**src/rtl/fetch_prefetch_pkg.sv**
```systemverilog
// fetch_pkg: shared types and default widths for the prefetching fetch unit.
//   fetch_state_e   IDLE / RUN fetch FSM state
//   DEF_PC_W        default program counter / ROM address width
//   DEF_INSTR_W     default instruction width
//   DEF_DEPTH       default prefetch queue depth (power of 2, >= 2)
// The queue entry struct depends on the user's widths, so it is declared in
// the module that owns those parameters.
package fetch_pkg;

  localparam int unsigned DEF_PC_W    = 16;
  localparam int unsigned DEF_INSTR_W = 9;
  localparam int unsigned DEF_DEPTH   = 4;

  typedef enum logic {
    IDLE = 1'b0,
    RUN  = 1'b1
  } fetch_state_e;

endpackage

```
**src/rtl/fetch_prefetch_if.sv**
```systemverilog
// fetch_prefetch_if: ROM bus and decode handshake of the fetch unit.
//   rom_addr_o  fetch -> ROM     instruction address (current PC)
//   rom_data_i  ROM -> fetch     instruction at rom_addr_o, same cycle
//   instr_o     fetch -> decode  head-of-queue instruction
//   instr_pc_o  fetch -> decode  PC of instr_o
//   valid_o     fetch -> decode  instr_o / instr_pc_o valid
//   ready_i     decode -> fetch  decode accepts the head this cycle
// master = fetch unit side, slave = ROM/decode side.
interface fetch_prefetch_if #(
  parameter int unsigned PC_W    = fetch_pkg::DEF_PC_W,
  parameter int unsigned INSTR_W = fetch_pkg::DEF_INSTR_W
);

  logic [PC_W-1:0]    rom_addr_o;
  logic [INSTR_W-1:0] rom_data_i;
  logic [INSTR_W-1:0] instr_o;
  logic [PC_W-1:0]    instr_pc_o;
  logic               valid_o;
  logic               ready_i;

  modport master (
    output rom_addr_o, instr_o, instr_pc_o, valid_o,
    input  rom_data_i, ready_i
  );

  modport slave (
    input  rom_addr_o, instr_o, instr_pc_o, valid_o,
    output rom_data_i, ready_i
  );

endinterface

```
**src/rtl/fetch_prefetch_fifo.sv**
```systemverilog
// fetch_fifo: synchronous FIFO used as the prefetch queue.
//   clk, rst_n_i   clock, synchronous active-low reset
//   flush_i        empty the queue this cycle (overrides push/pop)
//   push_i, data_i enqueue data_i
//   pop_i          dequeue the head (ignored when empty)
//   head_o         entry at the read pointer
//   full_o,empty_o occupancy flags
module fetch_fifo #(
  parameter int unsigned W     = 25,
  parameter int unsigned DEPTH = 4
) (
  input  logic         clk,
  input  logic         rst_n_i,
  input  logic         flush_i,
  input  logic         push_i,
  input  logic [W-1:0] data_i,
  input  logic         pop_i,
  output logic [W-1:0] head_o,
  output logic         full_o,
  output logic         empty_o
);

  localparam int unsigned AW = $clog2(DEPTH);
  localparam logic [AW:0] FULL_CNT = (AW+1)'(DEPTH);

  logic [W-1:0]  mem [DEPTH];
  logic [AW-1:0] wr_ptr, rd_ptr;
  logic [AW:0]   count;
  logic          do_push, do_pop;

  assign full_o  = (count == FULL_CNT);
  assign empty_o = (count == '0);
  assign head_o  = mem[rd_ptr];

  assign do_push = push_i && (!full_o || pop_i);
  assign do_pop  = pop_i && !empty_o;

  always_ff @(posedge clk) begin
    if (!rst_n_i || flush_i) begin
      wr_ptr <= '0;
      rd_ptr <= '0;
      count  <= '0;
    end else begin
      if (do_push) wr_ptr <= wr_ptr + AW'(1);
      if (do_pop)  rd_ptr <= rd_ptr + AW'(1);
      case ({do_push, do_pop})
        2'b10:   count <= count + (AW+1)'(1);
        2'b01:   count <= count - (AW+1)'(1);
        default: count <= count;
      endcase
    end
  end

  // Storage needs no reset: every read is qualified by count.
  always_ff @(posedge clk) begin
    if (rst_n_i && !flush_i && do_push) mem[wr_ptr] <= data_i;
  end

endmodule

```
**src/rtl/fetch_prefetch.sv**
```systemverilog
// fetch_prefetch: PC generator + DEPTH-entry prefetch queue.
//   clk              rising-edge clock
//   rst_n_i          synchronous active-low reset
//   start_i          (re)start at start_address_i, flushes the queue
//   start_address_i  start PC
//   branch_i         taken branch in RUN, flushes the queue
//   branchloc_i      branch target PC
//   halt_i           stop fetching (RUN -> IDLE), queue keeps draining
//   bus              ROM address/data and decode valid/ready handshake
//   running_o        FSM is in RUN
module fetch_prefetch
  import fetch_pkg::*;
#(
  parameter int unsigned PC_W    = DEF_PC_W,
  parameter int unsigned INSTR_W = DEF_INSTR_W,
  parameter int unsigned DEPTH   = DEF_DEPTH
) (
  input  logic                 clk,
  input  logic                 rst_n_i,
  input  logic                 start_i,
  input  logic [PC_W-1:0]      start_address_i,
  input  logic                 branch_i,
  input  logic [PC_W-1:0]      branchloc_i,
  input  logic                 halt_i,
  fetch_prefetch_if.master     bus,
  output logic                 running_o
);

  typedef struct packed {
    logic [PC_W-1:0]    pc;
    logic [INSTR_W-1:0] instr;
  } fetch_entry_t;

  fetch_state_e state_q, state_d;
  logic [PC_W-1:0] pc_q, pc_d;
  logic flush, push, pop;
  logic full, empty;
  fetch_entry_t wr_entry, head;

  assign pop      = bus.valid_o && bus.ready_i;
  assign wr_entry = '{pc: pc_q, instr: bus.rom_data_i};

  always_ff @(posedge clk) begin
    if (!rst_n_i) begin
      state_q <= IDLE;
      pc_q    <= '0;
    end else begin
      state_q <= state_d;
      pc_q    <= pc_d;
    end
  end

  always_comb begin
    state_d = state_q;
    pc_d    = pc_q;
    flush   = 1'b0;
    push    = 1'b0;
    if (start_i) begin
      state_d = RUN;
      pc_d    = start_address_i;
      flush   = 1'b1;
    end else if (state_q == RUN) begin
      if (branch_i) begin
        pc_d  = branchloc_i;
        flush = 1'b1;
      end else if (halt_i) begin
        state_d = IDLE;
      end else begin
        // A pop frees the slot this cycle, so a full queue still accepts.
        push = !full || pop;
        if (push) pc_d = pc_q + PC_W'(1);
      end
    end
  end

  fetch_fifo #(
    .W     (PC_W + INSTR_W),
    .DEPTH (DEPTH)
  ) u_fifo (
    .clk     (clk),
    .rst_n_i (rst_n_i),
    .flush_i (flush),
    .push_i  (push),
    .data_i  (wr_entry),
    .pop_i   (pop),
    .head_o  (head),
    .full_o  (full),
    .empty_o (empty)
  );

  assign bus.rom_addr_o = pc_q;
  assign bus.valid_o    = !empty;
  // Head data is zeroed while empty so the reset/flush view is clean.
  assign bus.instr_o    = empty ? '0 : head.instr;
  assign bus.instr_pc_o = empty ? '0 : head.pc;
  assign running_o      = (state_q == RUN);

endmodule
```
**src/flat_wrapper.sv**
```systemverilog
// flat-port wrapper written by rule: the top's interface ports become plain ports
module fetch_prefetch_flat import fetch_pkg::*;
#(
  parameter int unsigned PC_W    = DEF_PC_W,
  parameter int unsigned INSTR_W = DEF_INSTR_W,
  parameter int unsigned DEPTH   = DEF_DEPTH
)
  (clk, rst_n_i, start_i, start_address_i, branch_i, branchloc_i, halt_i, running_o, bus_rom_addr_o, bus_instr_o, bus_instr_pc_o, bus_valid_o, bus_rom_data_i, bus_ready_i);
  fetch_prefetch_if #(.PC_W(PC_W), .INSTR_W(INSTR_W)) bus_i ();
  input  logic clk;
  input  logic rst_n_i;
  input  logic start_i;
  input  logic [PC_W-1:0] start_address_i;
  input  logic branch_i;
  input  logic [PC_W-1:0] branchloc_i;
  input  logic halt_i;
  output logic running_o;
  output wire logic [$bits(bus_i.rom_addr_o)-1:0] bus_rom_addr_o;
  output wire logic [$bits(bus_i.instr_o)-1:0] bus_instr_o;
  output wire logic [$bits(bus_i.instr_pc_o)-1:0] bus_instr_pc_o;
  output wire logic [$bits(bus_i.valid_o)-1:0] bus_valid_o;
  input wire logic [$bits(bus_i.rom_data_i)-1:0] bus_rom_data_i;
  input wire logic [$bits(bus_i.ready_i)-1:0] bus_ready_i;
  assign bus_rom_addr_o = bus_i.rom_addr_o;
  assign bus_instr_o = bus_i.instr_o;
  assign bus_instr_pc_o = bus_i.instr_pc_o;
  assign bus_valid_o = bus_i.valid_o;
  assign bus_i.rom_data_i = bus_rom_data_i;
  assign bus_i.ready_i = bus_ready_i;
  fetch_prefetch #(.PC_W(PC_W), .INSTR_W(INSTR_W), .DEPTH(DEPTH)) u_core (.clk(clk), .rst_n_i(rst_n_i), .start_i(start_i), .start_address_i(start_address_i), .branch_i(branch_i), .branchloc_i(branchloc_i), .halt_i(halt_i), .bus(bus_i), .running_o(running_o));
endmodule
```
**config.mk**
```make
export PLATFORM = sky130hd
export DESIGN_NAME = fetch_prefetch_flat
export DESIGN_NICKNAME = d
export VERILOG_FILES = /design/src/rtl/fetch_prefetch_pkg.sv /design/src/rtl/fetch_prefetch_if.sv /design/src/rtl/fetch_prefetch_fifo.sv /design/src/rtl/fetch_prefetch.sv /design/src/flat_wrapper.sv
export SDC_FILE = /design/constraint.sdc
export NUM_CORES = 1
export LEC_CHECK = 0
export ABC_AREA = 1
export BUFFER_PORTS_ARGS = -buffer_cell sky130_fd_sc_hd__clkbuf_2
export CELL_PAD_IN_SITES_DETAIL_PLACEMENT = 1
export CELL_PAD_IN_SITES_GLOBAL_PLACEMENT = 1
export CORE_ASPECT_RATIO = 1.2
export CORE_MARGIN = 5
export CORE_UTILIZATION = 47
export CTS_CLUSTER_DIAMETER = 100
export DETAILED_ROUTE_END_ITERATION = 8
export HOLD_SLACK_MARGIN = 0.02
export PLACE_DENSITY_LB_ADDON = 0.05
export SLEW_MARGIN = 30
export SYNTH_ARGS = -nofsm -noshare
export SYNTH_HDL_FRONTEND = slang
export SYNTH_SLANG_ARGS = --single-unit
export TNS_END_PERCENT = 10
```
**constraint.sdc**
```tcl
create_clock -name clk -period 5.2 [get_ports clk]
set_input_delay 1.04 -clock clk [delete_from_list [all_inputs] [get_ports clk]]
set_output_delay 1.04 -clock clk [all_outputs]
set_load 0.02 [all_outputs]
```
# Word-level counts from Yosys, hierarchy flattened
# Memories as Yosys holds them, arrays and structs flattened. A register that Yosys moved wholly into a read port is not among the register bits.
# Cells that the tools add are included.
# totals
ff_bits,24
latch_bits,0
ramBits,100
romBits,0
in_bits,47
output_inout_bits,43
elab_cells,54
mem_count,1
# op_classes
n_addsub,5
n_mul,0
div,0
n_lt_le_gt_ge,0
eq_ne,4
shifts,0
mux,23
bitwise,0
n_reduce_logical,16
# memory_table
name,depth,width,rd,rd_ports_with_merged_regs,write_ports,line_no,rtl
u_core.u_fifo.mem,4,25,1,1,1,fetch_prefetch_fifo.sv:26,logic [W-1:0] mem [DEPTH];
# ops
operator,n
two-way mux 16 bit,6
"adder 16 x 1 -> 16 bit, second input constant",1
two-way mux 1 bit,13
two-way mux 9 bit,1
case mux 3 bit (2 select lines),1
logical AND 1 bit,5
"adder 2 x 1 -> 2 bit, second input constant",2
zero test 1 bit,4
two-way mux 2 bit,2
nonzero test 2 bit,2
"adder 3 x 1 -> 3 bit, second input constant",1
"== test 3 bit, second input constant",1
zero test 3 bit,1
"inequality test 3 bit, second input constant",1
AND reduction 3 bit,1
nonzero test 3 bit,1
"subtractor 3 x 1 -> 3 bit, second input constant",1
"== test 2 x 1 -> 1 bit, second input constant",1
"== test 2 bit, second input constant",1
logical OR 1 bit,2

# Logic depth before layout (Yosys ltp)
# Gate-level depths: netlist of the first run.
# depth
ltp_word,12
depth_mapped,11

# Hierarchy
# Synthesis of the first run repeated with hierarchy kept, for this count alone.
# unflattened
hier_cells,599
area_unflattened_um2,5823.1
# by_module_without_submodules
mod,instances,cells_each,area_each_um2,seq_area_each_um2
fetch_fifo,1,319,4241.6,3183.1
fetch_prefetch,1,280,1581.5,340.3

# Worst setup path after synthesis of the first run
# No wires, ideal clock.
# synth_path
path_type,in2reg
start,in start_i
end,"mem u_core.u_fifo.mem[0][0], enable pin"
arrival_time_ns,2.858
t_required_ns,4.793
setup_slack_ns,1.935
stages,5
n_path_buf,1
path_cell_list,buf_6 > nor2_4 > nand4_1 > or2_1 > nor2_1
# synth_between
elab_chain_cells,6
word_cells_on_any_way,8
cone_classes,mux (4); reduce/logical (4)
# synth_lines
item,line_no,rtl
from (decl),flat_wrapper.sv:12,input logic start_i;
two-way mux 1 bit,fetch_prefetch.sv:58,if (start_i) begin
zero test 1 bit,fetch_prefetch_fifo.sv:56,if (rst_n_i && !flush_i && do_push) mem[wr_ptr] <= data_i;
logical AND 1 bit,fetch_prefetch_fifo.sv:56,
logical AND 1 bit *,fetch_prefetch_fifo.sv:56,
two-way mux 1 bit *,fetch_prefetch_fifo.sv:56,
two-way mux 1 bit (implied by the code) *,fetch_prefetch_fifo.sv:56,
to (decl),fetch_prefetch_fifo.sv:26,
# Mark *: on every way between the ends. The rest lies on a longest branch, timed or not.

==> results.sh, run 1 <==
export IMPL_outcome="finished, final reports clean"
export IMPL_htree_levels=4
export IMPL_path_max_fanout=26
export IMPL_io_pins=90
export IMPL_grt_max_degree=51
export IMPL_via_per_inst=5.31
export IMPL_coreArea_um2=11600
export IMPL_setup_viol=0
export IMPL_ctsResizeCount=0
export IMPL_cts_max_path_buffers=2
export IMPL_r2r_slack_ns=2.84
export IMPL_drtIter0Drc=224
export IMPL_synth_cells=576
export IMPL_wl_per_cell_um=17.9
export IMPL_postCtsHoldBufs=0
export IMPL_busiest_layer="met2"
export IMPL_power_mw=2.36
export IMPL_synth_area_top_cells="edfxtp_1 53%, nor2_1 9.7%, dfxtp_1 9.3%"
export IMPL_std_cell_rows=43
export IMPL_dieHeight_um=130
export IMPL_slew_viol_final=0
export IMPL_clk_pin_slew_ns=0.06
export IMPL_cts_root_buf="clkbuf_16"
export IMPL_timing_worst_slew_pin_value_ns=0.855
export IMPL_timing_rr_end="u_core.u_fifo.count[2]"
export IMPL_fin_nets=717
export IMPL_reg2reg_depth=11
export IMPL_maxCapViolCount=0
export IMPL_cts_made_buffers=17
export IMPL_worst_ep_arrival_time_ns=2.71
export IMPL_cts_tree="done"
export IMPL_synth_edf_count=100
export IMPL_dieArea_um2=14300
export IMPL_synth_top_family_by_area="simple AND/OR/NAND/NOR gates"
export IMPL_period_minus_slack_ns=3.75
export IMPL_via_count=4424
export IMPL_antenna_cells=0
export IMPL_cp_data_required_time_ns=4.16
export IMPL_clk_latency_ns=0.42
export IMPL_synth_fa_ha_area_frac=0.0169
export IMPL_synth_yosys_seq_area_share=0.627
export IMPL_syn_area_um2=5620
export IMPL_grt_use_total=0.221
export IMPL_synth_top_area_frac=0.534
export IMPL_reg2reg_from="u_core.u_fifo.count[0]"
export IMPL_ys_warn_count=0
export IMPL_syn_nets=630
export IMPL_clock_sinks=126
export IMPL_final_layout_size_suffix_gt1_frac=0.220
export IMPL_place_inst=801
export IMPL_relSlewSlack=0.427
export IMPL_synth_simple_area_share=0.173
export IMPL_met1_usage=0.266
export IMPL_rsz0062_at_grt="no"
export IMPL_hold_class="reg -> reg"
export IMPL_grt_overflow=0
export IMPL_cp_end_kind="output pin"
export IMPL_muxShareOfSynthArea=0
export IMPL_portBuffers=89
export IMPL_setup_tns_ns=0
export IMPL_ys_flop_type="edfxtp_1"
export IMPL_cts_setup_buffers=0
export IMPL_cp_start_kind="register"
export IMPL_synth_seq_cells=126
export IMPL_wl_um=14900
export IMPL_gp_congestion=0.799
export IMPL_pre_cts_ws_ns=1.96
export IMPL_leakage_nw=2.59
export IMPL_hold_violations=0
export IMPL_clock_skew_ns=0.00934
export IMPL_met3_usage=0.0505
export IMPL_synthXorXnorAreaFrac=0.00935
export IMPL_dpl_hpwl_um=9480
export IMPL_async_reset_ff_frac=0
export IMPL_final_antenna_net_count=0
export IMPL_synth_distinct_cells=33
export IMPL_grt_pass1_vias=4703
export IMPL_antenna_found_initial=0
export IMPL_setup_slack_ns=1.45
export IMPL_post_route_util=0.580
export IMPL_syn_area_per_cell_um2=9.76
export IMPL_synth_top_area_cell="edfxtp_1"
export IMPL_final_cells=833
export IMPL_endpoint="bus_instr_pc_o[10]"
export IMPL_route_detailed_drc=0
export IMPL_min_period_over_period=0.722
export IMPL_ir_drop_mv=0.265
export IMPL_dieWidth_um=110
export IMPL_area_growth_syn_to_layout_pct=19.8
export IMPL_max_freq_mhz=266
export IMPL_synth_compound_area_frac=0.128
export IMPL_pwr_density_cell_nw_per_um2=351
export IMPL_crit_type="reg -> out"
export IMPL_dr_pass1_iters=4
export IMPL_grt_use_met2=0.390
export IMPL_grt_pass1_wl_um=23900
export IMPL_initial_core_util=0.484
-- area by class of cell --
class | count | area, um2
fill | 1347 | 4890
sequential | 126 | 3520
multi-input combinational | 390 | 1850
timing repair buffer | 95 | 490
clock buffer | 17 | 425
tap | 157 | 196
inverter | 33 | 126
clock inverter | 15 | 121
-- power breakdown --
| group | leakage (nW) | total [mW] | internal, mW | switching [mW] |
|---|---|---|---|---|
| Sequential | 1.12 | 1.14 | 1.10 | 0.0330 |
| Clock | 0.268 | 1.09 | 0.653 | 0.442 |
| Combinational | 1.20 | 0.132 | 0.0478 | 0.0838 |
| Total | 2.59 | 2.36 | 1.81 | 0.558 |
-- state kept, by name, summed over array words and instances, names as in the netlist, named ones only --
| name | flops |
|---|---|
| u_core.bus.rom_addr_o | 16 |
| u_core.running_o | 1 |
| u_core.u_fifo.wr_ptr | 2 |
| u_core.u_fifo.count | 3 |
| u_core.u_fifo.rd_ptr | 2 |
| u_core.u_fifo.mem | 100 |
-- per-stage QoR --
stage	cell area [um2]	hold slack [ns]
after CTS	6740	0.487
after floorplan	5620	0.442
after global routing	6740	0.517
final	6740	0.481
after detailed placement	6190	0.471
after global placement	6190	0.459
-- cells in the final DEF, fill, tap and decap left out, types with 14 or more instances in the layout --
cell,instances
a21oi_1,59
clkbuf_16,17
clkbuf_2,89
dfxtp_1,25
edfxtp_1,100
inv_1,27
nand2_1,66
nor2_1,142
o21ai_0,54
o21ai_1,14
-- Yosys cell counts (6+ instances only) --
master,count
nand3_1,12
inv_1,27
o21ai_0,54
ha_1,6
edfxtp_1,100
nor2_1,146
nor2_2,6
clkbuf_1,15
o21ai_1,14
nand2_1,66
buf_2,9
a21oi_1,59
dfxtp_1,26
-- worst min-delay path by stage --
stage,from,end,slack [ns],depth (start not counted)
3_3_place_gp,u_core.u_fifo.rd_ptr[0],u_core.u_fifo.rd_ptr[0],0.46,1
3_5_place_dp,u_core.u_fifo.rd_ptr[0],u_core.u_fifo.rd_ptr[0],0.47,1
2_1_floorplan,u_core.u_fifo.rd_ptr[1],register,0.44,2
5_1_grt,u_core.u_fifo.rd_ptr[0],u_core.u_fifo.rd_ptr[0],0.52,1
4_1_cts,u_core.u_fifo.rd_ptr[0],u_core.u_fifo.rd_ptr[0],0.49,1
6_report,u_core.u_fifo.rd_ptr[0],u_core.u_fifo.rd_ptr[0],0.48,1
-- per-layer routing --
metal	up-vias	wire length, um
met4	0	258
met5	-	0
li1	2137	-
met3	19	660
met1	2160	6090
met2	108	7860
-- critical path, cell delays in order, from the launching register on --
cell      delay [ns]
dfxtp_1         0.32
buf_4           0.30
clkinv_1        0.76
nor2_1          0.31
o21ai_0         0.15
a21oi_1         0.23
clkbuf_2        0.21
-- cell families (layout without fill, tap and decap cells) --
kind of cell / count (synthesis) / in the layout
AND/OR/NAND/NOR: 240 / 240
AO/OA/AOI/OAI: 137 / 137
flip-flops: 126 / 126
buffers and inverters: 60 / 160
adder cells (fa/ha/maj): 7 / 7
XOR/XNOR: 6 / 6
(Power assumes the default switching activity.)
==> inputs of run 2 (changes only) <==
--- a/config.mk
+++ b/config.mk
@@ -11,7 +11,7 @@
 export CELL_PAD_IN_SITES_GLOBAL_PLACEMENT = 1
 export CORE_ASPECT_RATIO = 1.2
 export CORE_MARGIN = 5
-export CORE_UTILIZATION = 47
+export CORE_UTILIZATION = 39
 export CTS_CLUSTER_DIAMETER = 100
 export DETAILED_ROUTE_END_ITERATION = 8
 export HOLD_SLACK_MARGIN = 0.02
==> constraint.sdc (replaced) <==
create_clock -name clk -period 3.4 [get_ports clk]
set_input_delay 0.68 -clock clk [delete_from_list [all_inputs] [get_ports clk]]
set_output_delay 0.68 -clock clk [all_outputs]
set_load 0.02 [all_outputs]
==> results.sh, run 2 (synthesis results as in run 1) <==
export IMPL_outcome="finished, final reports clean"
export IMPL_antenna_found_initial=0
export IMPL_via_count=4284
export IMPL_grt_pass1_vias=4639
export IMPL_drtIter0Drc=148
export IMPL_gp_congestion=0.784
export IMPL_hold_violations=0
export IMPL_fin_nets=718
export IMPL_clk_latency_ns=0.41
export IMPL_setup_slack_ns=0.428
export IMPL_rsz0062_at_grt="no"
export IMPL_postCtsHoldBufs=0
export IMPL_grt_pass1_wl_um=23200
export IMPL_max_freq_mhz=337
export IMPL_ir_drop_mv=0.284
export IMPL_route_detailed_drc=0
export IMPL_cts_tree="done"
export IMPL_final_cell_mix="142 x nor2_1, 100 x edfxtp_1, 89 x clkbuf_2"
export IMPL_power_mw=3.74
export IMPL_cts_made_buffers=17
export IMPL_final_layout_size_suffix_gt1_frac=0.222
export IMPL_relSlewSlack=0.496
export IMPL_cts_setup_buffers=0
export IMPL_largest_reg_flops=100
export IMPL_reg2reg_from="u_core.u_fifo.count[2]"
export IMPL_clock_skew_ns=0.00713
export IMPL_reg2reg_depth=11
export IMPL_grt_max_degree=51
export IMPL_dr_pass1_iters=5
export IMPL_std_cell_rows=48
export IMPL_worst_ep_arrival_time_ns=2.29
export IMPL_io_pins=90
export IMPL_ctsResizeCount=0
export IMPL_area_growth_syn_to_layout_pct=21.2
export IMPL_wl_um=14200
export IMPL_post_route_util=0.477
export IMPL_cts_max_path_buffers=2
export IMPL_worst_path_largest_cell_delay_ns=0.71
export IMPL_maxCapViolCount=0
export IMPL_slew_viol_final=0
export IMPL_timing_rr_end="u_core.u_fifo.count[2]"
export IMPL_final_antenna_net_count=0
export IMPL_setup_tns_ns=0
export IMPL_placed_area_um2=6220
export IMPL_layout_commonest_cell="nor2_1"
export IMPL_path_max_fanout=50
export IMPL_dieWidth_um=120
export IMPL_hold_class="in -> reg"
export IMPL_min_period_over_period=0.874
export IMPL_r2r_slack_ns=1.02
export IMPL_crit_type="reg -> out"
export IMPL_initial_core_util=0.393
export IMPL_via_per_inst=5.03
export IMPL_top_register="u_core.u_fifo.mem"
export IMPL_crit_chain="inv_2, o21ai_0, a21oi_1, clkbuf_2"
export IMPL_cts_root_buf="clkbuf_16"
export IMPL_dieHeight_um=142
export IMPL_crit_slowest_cell="dfxtp_2"
export IMPL_leakage_nw=2.61
export IMPL_grt_use_total=0.174
export IMPL_endpoint="bus_instr_pc_o[13]"
export IMPL_hold_depth=2
export IMPL_cp_end_kind="output pin"
export IMPL_setup_viol=0
export IMPL_antenna_cells=0
export IMPL_clock_sinks=126
export IMPL_cp_data_required_time_ns=2.72
export IMPL_timing_worst_slew_pin_value_ns=0.755
export IMPL_clk_pin_slew_ns=0.06
export IMPL_pwr_density_cell_nw_per_um2=549
export IMPL_wl_per_cell_um=16.7
export IMPL_design_area_um2=6810
export IMPL_coreArea_um2=14300
export IMPL_period_minus_slack_ns=2.97
export IMPL_cp_start_kind="register"
export IMPL_dpl_hpwl_um=9370
export IMPL_pre_cts_ws_ns=0.710
export IMPL_dieArea_um2=16900
export IMPL_portBuffers=89
export IMPL_grt_overflow=0
export IMPL_htree_levels=4
==> run 2: changes by cell type in the layout (fill, tap and decap cells not counted) <==
| cell | before | now |
|---|---|---|
| inv_6 | 3 | 2 |
| buf_4 | 6 | 7 |
| bufinv_16 | 1 | 3 |
| clkinvlp_4 | 2 | 3 |
| clkinv_2 | 5 | 3 |
==> run 2: layer usage <==
layer / track usage / vias to the layer above / wire length, um
met4: 0.0464 / 0 / 113
li1: - / 2134 / -
met2: 0.318 / 93 / 7310
met1: 0.203 / 2050 / 6240
met3: 0.0415 / 7 / 536
met5: 0 / - / 0
==> run 2: power by group <==
group	total, mW	internal [mW]	leakage, nW	switching (mW)
sequential	1.74	1.69	1.12	0.0493
combinational	0.201	0.0730	1.20	0.128
clock	1.80	1.15	0.284	0.655
==> run 2: worst max-delay path, delay by kind of cell, from the launching register on <==
family / cells / cell delay (ns)
AOI/OAI and AO/OA: 2 / 0.50
buffers and inverters: 2 / 0.67
DFF: 1 / 0.71
==> run 2: final cells by class <==
class / count / area [um2]
flip-flops and latches: 126 / 3520
repair buffers: 96 / 498
multi-input cells: 390 / 1850
fillers: 1671 / 7480
inverters: 33 / 126
clock buffers: 17 / 425
clock inverters: 15 / 170
well taps: 175 / 219
==> run 2: stage by stage <==
stage	hold WS, ns	cells
3_5_place_dp	0.482	820
3_3_place_gp	0.455	820
5_1_grt	0.469	852
2_1_floorplan	0.442	576
4_1_cts	0.460	852
6_report	0.474	852
==> run 2: worst min-delay path by stage <==
stage                       startpoint                 endpoint  slack [ns]
2_1_floorplan  u_core.u_fifo.rd_ptr[1]                 register        0.44
3_5_place_dp   u_core.u_fifo.rd_ptr[1]  u_core.u_fifo.rd_ptr[1]        0.48
4_1_cts                         halt_i         u_core.running_o        0.46
6_report                        halt_i         u_core.running_o        0.47
3_3_place_gp   u_core.u_fifo.rd_ptr[0]  u_core.u_fifo.rd_ptr[0]        0.46
5_1_grt                         halt_i         u_core.running_o        0.47
==> inputs of run 3 (changes only) <==
--- a/config.mk
+++ b/config.mk
@@ -8,10 +8,10 @@
 export ABC_AREA = 1
 export BUFFER_PORTS_ARGS = -buffer_cell sky130_fd_sc_hd__clkbuf_2
 export CELL_PAD_IN_SITES_DETAIL_PLACEMENT = 1
-export CELL_PAD_IN_SITES_GLOBAL_PLACEMENT = 1
+export CELL_PAD_IN_SITES_GLOBAL_PLACEMENT = 2
 export CORE_ASPECT_RATIO = 1.2
 export CORE_MARGIN = 5
-export CORE_UTILIZATION = 39
+export CORE_UTILIZATION = 32
 export CTS_CLUSTER_DIAMETER = 100
 export DETAILED_ROUTE_END_ITERATION = 8
 export HOLD_SLACK_MARGIN = 0.02
==> results.sh, run 3 (synthesis results as in run 1) <==
export IMPL_layout_commonest_cell="nor2_1"
export IMPL_wl_per_cell_um=17.1
export IMPL_max_freq_mhz=369
export IMPL_holdWs_ns=0.486
export IMPL_route_detailed_drc=0
export IMPL_portBuffers=89
export IMPL_grt_pass1_vias=4626
export IMPL_timing_worst_slew_pin_value_ns=0.780
export IMPL_cts_made_buffers=17
export IMPL_path_max_fanout=13
export IMPL_dieHeight_um=155
export IMPL_timing_rr_end="u_core.u_fifo.count[1]"
export IMPL_clk_pin_slew_ns=0.05
export IMPL_std_cell_rows=53
export IMPL_clock_skew_ns=0.00624
export IMPL_worst_ep_arrival_time_ns=2.03
export IMPL_antenna_cells=0
export IMPL_cts_max_path_buffers=2
export IMPL_cts_setup_buffers=0
export IMPL_final_cells=897
export IMPL_met1_usage=0.192
export IMPL_io_pins=90
export IMPL_dieArea_um2=20300
export IMPL_cts_tree="done"
export IMPL_grt_use_met2=0.272
export IMPL_coreArea_um2=17400
export IMPL_leakage_nw=2.60
export IMPL_min_delay_start="u_core.u_fifo.rd_ptr[0]"
export IMPL_ctsResizeCount=0
export IMPL_clk_latency_ns=0.40
export IMPL_grt_max_degree=51
export IMPL_grt_use_total=0.157
export IMPL_drtIter0Drc=203
export IMPL_cp_start_kind="register"
export IMPL_wl_um=15300
export IMPL_setup_tns_ns=0
export IMPL_rsz0062_at_grt="no"
export IMPL_r2r_slack_ns=1.07
export IMPL_power_mw=3.72
export IMPL_area_growth_syn_to_layout_pct=21.9
export IMPL_placed_area_um2=6270
export IMPL_met3_usage=0.0337
export IMPL_reg2reg_depth=10
export IMPL_worst_path_largest_cell_delay_ns=0.33
export IMPL_cts_root_buf="clkbuf_16"
export IMPL_place_inst=865
export IMPL_dpl_hpwl_um=10100
export IMPL_reg2reg_from="u_core.u_fifo.count[0]"
export IMPL_period_minus_slack_ns=2.71
export IMPL_relSlewSlack=0.479
export IMPL_crit_slowest_cell="dfxtp_1"
export IMPL_fin_nets=718
export IMPL_min_period_over_period=0.797
export IMPL_cp_end_kind="output pin"
export IMPL_postCtsHoldBufs=0
export IMPL_top_register="u_core.u_fifo.mem"
export IMPL_dr_pass1_iters=6
export IMPL_crit_chain="clkinv_1, buf_4, nor2_1, o21ai_0, a21oi_1, clkbuf_2"
export IMPL_final_layout_size_suffix_gt1_frac=0.216
export IMPL_initial_core_util=0.324
export IMPL_largest_reg_flops=100
export IMPL_htree_levels=4
export IMPL_outcome="finished, final reports clean"
export IMPL_design_area_um2=6860
export IMPL_crit_family="buffers and inverters"
export IMPL_gp_congestion=0.758
export IMPL_hold_depth=1
export IMPL_slew_viol_final=0
export IMPL_path_buf_inv=3
export IMPL_cp_data_required_time_ns=2.72
export IMPL_final_antenna_net_count=0
export IMPL_grt_pass1_wl_um=24400
export IMPL_antenna_found_initial=0
export IMPL_ir_drop_mv=0.303
export IMPL_clock_sinks=126
export IMPL_crit_type="reg -> out"
export IMPL_hold_violations=0
export IMPL_pwr_density_cell_nw_per_um2=543
export IMPL_fillCellCount=1992
export IMPL_maxCapViolCount=0
export IMPL_via_per_inst=4.79
export IMPL_setup_viol=0
export IMPL_final_cell_mix="142 x nor2_1, 100 x edfxtp_1, 89 x clkbuf_2"
export IMPL_grt_overflow=0
export IMPL_hold_class="reg -> reg"
export IMPL_dieWidth_um=131
export IMPL_busiest_layer="met2"
export IMPL_via_count=4298
-- run 3: through the flow --
stage                     worst slack (ns)  utilization
after floorplan                      0.495            -
after global placement               0.756        0.361
after detailed placement             0.695        0.361
after CTS                            0.616        0.395
after global routing                 0.416        0.395
final                                0.691        0.395
-- run 3: worst max-delay path by stage --
stage / to / slack [ns] / cells past startpoint
finish: bus_instr_pc_o[4] / 0.69 / 6
CTS: bus_instr_pc_o[4] / 0.62 / 6
global route: bus_instr_pc_o[5] / 0.42 / 6
detailed placement: u_core.u_fifo.mem[1][1] / 0.70 / 6
floorplan: u_core.u_fifo.mem[0][0] / 0.49 / 5
global placement: u_core.u_fifo.mem[1][23] / 0.76 / 6
-- run 3: routing by layer --
| metal | share of wire | vias up |
|---|---|---|
| met3 | 0.037 | 16 |
| met5 | 0 | - |
| li1 | - | 2134 |
| met2 | 0.51 | 100 |
| met4 | 0.014 | 0 |
| met1 | 0.44 | 2048 |
-- run 3: area by class of cell --
type | instances | area, um2 | area share
flip-flops and latches | 126 | 3520 | 0.514
clock buffers | 19 | 433 | 0.0632
well taps | 220 | 275 | 0.0402
inverters | 33 | 126 | 0.0184
repair buffers | 96 | 498 | 0.0726
multi-input cells | 390 | 1850 | 0.270
clock inverters | 13 | 148 | 0.0215
-- run 3: worst reg2reg max path, cell delays in order (launching register included) --
cell	delay, ns
dfxtp_1	0.33
nor2_1	0.18
nand2_1	0.11
inv_2	0.44
nor2_1	0.22
ha_1	0.24
inv_1	0.10
fa_1	0.42
nor2_1	0.09
a21oi_1	0.05
nor2_1	0.10
-- run 3: power breakdown --
group          switching (mW)  total, mW  internal (mW)  leakage, nW
clock                   0.634       1.77           1.14        0.277
combinational           0.130      0.203         0.0729         1.20
sequential             0.0520       1.74           1.69         1.12
total                   0.817       3.72           2.90         2.60
